==> config.mk <==
export PLATFORM = sky130hd
export DESIGN_NAME = gray_code_counter_flat
export DESIGN_NICKNAME = d
export VERILOG_FILES = /design/src/rtl/gray_code_counter_if.sv /design/src/rtl/gray_code_counter.sv /design/src/flat_wrapper.sv
export SDC_FILE = /design/constraint.sdc
export NUM_CORES = 1
export LEC_CHECK = 0
export CORE_MARGIN = 2
export CORE_UTILIZATION = 35
export CTS_CLUSTER_SIZE = 16
export DETAILED_ROUTE_END_ITERATION = 16
export GPL_ROUTABILITY_DRIVEN = 0
export PLACE_DENSITY = 0.65
export SYNTH_ARGS = -nofsm -noshare
export SYNTH_HDL_FRONTEND = slang
export SYNTH_SLANG_ARGS = --single-unit
==> constraint.sdc <==
create_clock -name clk -period 4 [get_ports clk]
set_clock_uncertainty 0.15 [all_clocks]
set_input_delay 1 -clock clk [delete_from_list [all_inputs] [get_ports clk]]
set_output_delay 1 -clock clk [all_outputs]
set_load 0.1 [all_outputs]
==> src/rtl/gray_code_counter_if.sv <==
// Counter control and count-output bundle shared by the counter and its driver.
// Latency: none (wires only). Backpressure: none; outputs are valid every cycle.
// The master drives step/load controls; the slave (counter) returns the count.
interface gray_code_counter_if #(
    parameter int WIDTH = 4
);
    logic             en;
    logic             up;
    logic             load;
    logic [WIDTH-1:0] load_bin;
    logic [WIDTH-1:0] bin_out;
    logic [WIDTH-1:0] gray_out;
    logic             wrap;

    modport master (
        output en,
        output up,
        output load,
        output load_bin,
        input  bin_out,
        input  gray_out,
        input  wrap
    );

    modport slave (
        input  en,
        input  up,
        input  load,
        input  load_bin,
        output bin_out,
        output gray_out,
        output wrap
    );
endinterface

==> src/rtl/gray_code_counter.sv <==
// Up/down binary counter with a registered Gray-coded copy and a wrap pulse.
// Latency: one cycle from en/load to bin_out, gray_out and wrap together.
// Backpressure: none; a step is taken on every cycle en is high.
module gray_code_counter #(
    parameter int WIDTH = 4
) (
    input  logic                clk,
    input  logic                rst,
    gray_code_counter_if.slave  bus
);
    localparam logic [WIDTH-1:0] ONE = {{(WIDTH-1){1'b0}}, 1'b1};

    logic [WIDTH-1:0] bin_q;
    logic [WIDTH-1:0] gray_q;
    logic             wrap_q;
    logic [WIDTH-1:0] bin_next;
    logic [WIDTH-1:0] gray_next;
    logic             wrap_next;

    always_comb begin
        bin_next  = bin_q;
        wrap_next = 1'b0;
        if (bus.load) begin
            bin_next = bus.load_bin;
        end else if (bus.en) begin
            if (bus.up) begin
                bin_next  = bin_q + ONE;
                wrap_next = &bin_q;
            end else begin
                bin_next  = bin_q - ONE;
                wrap_next = ~|bin_q;
            end
        end
    end

    // Encode the value about to be registered so binary and Gray stay aligned.
    assign gray_next = bin_next ^ (bin_next >> 1);

    always_ff @(posedge clk) begin
        if (rst) begin
            bin_q  <= '0;
            gray_q <= '0;
            wrap_q <= 1'b0;
        end else begin
            bin_q  <= bin_next;
            gray_q <= gray_next;
            wrap_q <= wrap_next;
        end
    end

    assign bus.bin_out  = bin_q;
    assign bus.gray_out = gray_q;
    assign bus.wrap     = wrap_q;
endmodule

==> src/flat_wrapper.sv <==
// flat-port wrapper written by rule: the top's interface ports become plain ports
module gray_code_counter_flat 
#(
    parameter int WIDTH = 4
)
  (clk, rst, bus_en, bus_up, bus_load, bus_load_bin, bus_bin_out, bus_gray_out, bus_wrap);
  gray_code_counter_if #(.WIDTH(WIDTH)) bus_i ();
  input  logic clk;
  input  logic rst;
  input wire logic [$bits(bus_i.en)-1:0] bus_en;
  input wire logic [$bits(bus_i.up)-1:0] bus_up;
  input wire logic [$bits(bus_i.load)-1:0] bus_load;
  input wire logic [$bits(bus_i.load_bin)-1:0] bus_load_bin;
  output wire logic [$bits(bus_i.bin_out)-1:0] bus_bin_out;
  output wire logic [$bits(bus_i.gray_out)-1:0] bus_gray_out;
  output wire logic [$bits(bus_i.wrap)-1:0] bus_wrap;
  assign bus_i.en = bus_en;
  assign bus_i.up = bus_up;
  assign bus_i.load = bus_load;
  assign bus_i.load_bin = bus_load_bin;
  assign bus_bin_out = bus_i.bin_out;
  assign bus_gray_out = bus_i.gray_out;
  assign bus_wrap = bus_i.wrap;
  gray_code_counter #(.WIDTH(WIDTH)) u_core (.clk(clk), .rst(rst), .bus(bus_i));
endmodule
# == Word-level counts from Yosys, hierarchy flattened ==
# Cells that the tools add are included.
# word_totals
out_inout_bits,9
wordCells,15
register_bits,9
# classes
n_bitwise,2
n_reduce_logical,4
n_addsub,2
mux,4
# ops
operator,n
2-to-1 mux 4 bit,3
"adder 4 x 1 -> 4 bit, second input constant",1
AND reduction 4 bit,1
OR reduction 4 bit,1
"subtractor 4 x 1 -> 4 bit, second input constant",1
XOR 4 x 3 -> 4 bit,1
OR reduction 3 bit,1
zero test 1 bit,1
2-to-1 mux 1 bit,1
NOT 1 bit,1

# == Depth between registers and ports, before layout ==
# depth
word_depth,5
mapped_depth,6

# == Least setup slack after synthesis ==
# No wires, ideal clock.
# synth_path
kind,reg-to-output
start,"register u_core.gray_q[3], in the netlist u_core.bus.gray_out[3]"
end,output bus_gray_out[3]
path_stages_with_launch,2
setup_slack_ns,1.388
arrival_ns,1.462
path_cell_list,dfxtp_1 > buf_4
# synth_rtl
element,line_no,rtl
"start, declared",gray_code_counter.sv:14,logic [WIDTH-1:0] gray_q;
"start signal, assigned",gray_code_counter.sv:46,gray_q <= gray_next;
"end, declared",flat_wrapper.sv:15,output wire logic [$bits(bus_i.gray_out)-1:0] bus_gray_out;
# No word-level cell between the ends.

# == Worst setup path after layout ==
# layout_path
start,"register u_core.gray_q[3], in the netlist u_core.bus.gray_out[3]"
end,output bus_gray_out[3]
# No word-level cell between the ends.

==> impl_results.md <==
* Commonest non-fill, non-tap cell in the layout: clkdlybuf4s50_1
* Status: finished clean
* Net count, final at 84
* Register bit total from synthesis at 8
* WP depth at 1
* Slew margin rel. at 0.356
* FILL cells at 121
* GRT Overall Usage at 0.117
* # clock sinks at 8
* Min-Delay Path Class: reg2reg
* Buf+Inv Stages, Crit Path at 1
* Critical Path End Type: output port
* Pwr/cell area at 422 nW/um^2
* Mapped Nets at 65
* Cell Area, Synth at 494 sq um
* Clk root buf: clkbuf_4
* Placed insts at 82
* Post CTS Setup Buffer Count at 0
* Req. time, crit path at 2.85 ns
* First DRT Iteration DRCs at 3
* Ports at 18
* Vias in the first global route at 342
* Final setup viols at 0
* Synth top area share at 0.324
* Setup TNS at 0 ns
* Post-Syn Area per Cell at 9.32 sq um
* Core footprint at 1320 sq um
* Min-delay src: u_core.bus.gray_out[3]
* Worst path slowest cell: clkdlybuf4s50_1
* Reg clk slew, reported paths at 0.05 ns
* Standard-cell rows at 13
* Post-synth ARST share at 0
* Syn. warnings at 0
* Area of the multi-input gates at 307 sq um
* Commonest cells after routing, fill and taps aside: 16 x clkdlybuf4s50_1, 8 x dfxtp_1, 6 x nor2_1, 3 x mux2i_1, 3 x clkbuf_4
* TritonCTS Buffers at 3
* Diode count at 0
* Final hold vios at 0
* RSZ-0062 raised after global routing: false
* Flop-to-flop setup slack at 2.06 ns
* Fin. max-slew vios at 0
* CTS tree: done
* Antenna Nets Post-Route at 0
* Register area share after synthesis at 0.324
* Area delta synth->final at 38.2%
* Hold_buf cts at 0
* Crit Path Category: reg2out
* Area contributors post-synth: dfxtp_1 32%, mux2i_1 6.1%, ha_1 5.1%
* R2R depth at 5
* Fraction of layout cells with a size suffix above 1 at 0.114
* Hold Path Sink: u_core.bus.wrap
* R2r endpoint: u_core.bus.gray_out[1]
* Average wire per standard cell at 11.6 microns
* Reg area at 160 sq um
* Via-to-Cell Ratio at 5.31
* Worst-Skew Late Latency at 0.26 ns
* Crit path time final at 3.04 ns
* DRC at 0
* Mapped Cells at 53
* Pre-Repair DR Iteration Count at 3
* Clk buf depth at 2
* Yosys top cell by area: dfxtp_1
* Primary FF master, synth: dfxtp_1
* Fin crit share at 0.760
* Overflow after GRT at 0
* Final wirelength at 986 microns
* Initial antenna violation count at 0
* Startpoint class of the critical path: register
* CP peak stage delay at 1.18 ns
* Max cap viols at 0
* Maximum vdd drop at 0.200 mV
* Starting Density at 0.375
* F_max at 329 MHz
* Crit path max fanout at 9
* CP cell instances: clkdlybuf4s50_1
* CTS H-tree lvls at 1
* Hpwl dp at 757 microns
* First-pass GRT wire length at 1.50 mm
* R2r startpoint: u_core.bus.bin_out[0]
* CP arrival at 1.89 ns
* Largest net degree at the start of global routing at 12
* Die height at 41.6 microns
* Die width at 41.6 microns
* DR vias at 451
* I/O Buffers at 17
* Final std cells w/o fill at 85
* Post-synth EDFFs at 0
* Cell family with most CP delay: buffers and inverters
* Worst-margin pin slew at 0.964 ns
* Synth cell types at 31
* Die area at 1730 sq um
* Pleak at 0.000294 uW
* CTS resizes at 0
* Hold Path Stages at 2
[cell families after synthesis]
family	after synthesis	share of synthesized area
buf+inv	5	0.0557
flops	8	0.324
compound gates	11	0.152
simple gates	19	0.241
xor+xnor	3	0.0532
fa+ha+maj	3	0.0911
mux	4	0.0835
[cells in the mapped netlist (2+ instances only)]
cell,n
mux2i_1,3
o21ai_0,2
a21oi_1,2
inv_1,2
dfxtp_1,8
or3_1,2
xnor2_1,2
nand3_1,2
ha_1,2
nor2_1,6
buf_4,2
[flip-flops by register name, indices dropped and copies added (netlist names)]
name	cells
u_core.bus.gray_out	4
u_core.bus.bin_out	3
u_core.bus.wrap	1
[area by class of cell]
class                      count  area share
timing repair buffer          17       0.245
inverter                       2      0.0110
sequential                     8       0.234
tap                           15      0.0275
multi-input combinational     40       0.449
clock buffer                   3      0.0330
[worst max-delay path by stage]
stage | start | end
2_1_floorplan | u_core.bus.gray_out[3] | bus_gray_out[3]
3_3_place_gp | bus_up | u_core.bus.gray_out[0]
3_5_place_dp | bus_up | u_core.bus.gray_out[1]
4_1_cts | u_core.bus.gray_out[3] | bus_gray_out[3]
5_1_grt | u_core.bus.gray_out[3] | bus_bin_out[3]
6_report | u_core.bus.gray_out[3] | bus_gray_out[3]
[per-stage QoR]
step	worst slack, ns	hold WS [ns]	cell area, sq um	utilization	power (uW)
detailed placement	0.850	0.563	661	0.501	227
global route	0.885	0.649	683	0.519	302
global placement	0.876	0.571	661	0.501	227
finish	0.960	0.564	683	0.519	288
floorplan	1.39	0.919	494	-	197
CTS	0.947	0.574	683	0.519	292
[metal layers]
| layer | vias to the layer above | part of all wire | GRT usage |
|---|---|---|---|
| met3 | 3 | 0.096 | 0.0870 |
| met4 | 0 | 0.0081 | 0.0387 |
| met1 | 200 | 0.45 | 0.123 |
| li1 | 232 | - | - |
| met5 | - | 0 | 0 |
| met2 | 16 | 0.44 | 0.181 |
[report_power, final]
group	total (uW)	internal (uW)	switching (uW)
clock	63.0	34.4	28.6
sequential	95.2	87.9	7.33
combinational	130	40.5	89.6
Power figures use the tool's default switching activity.
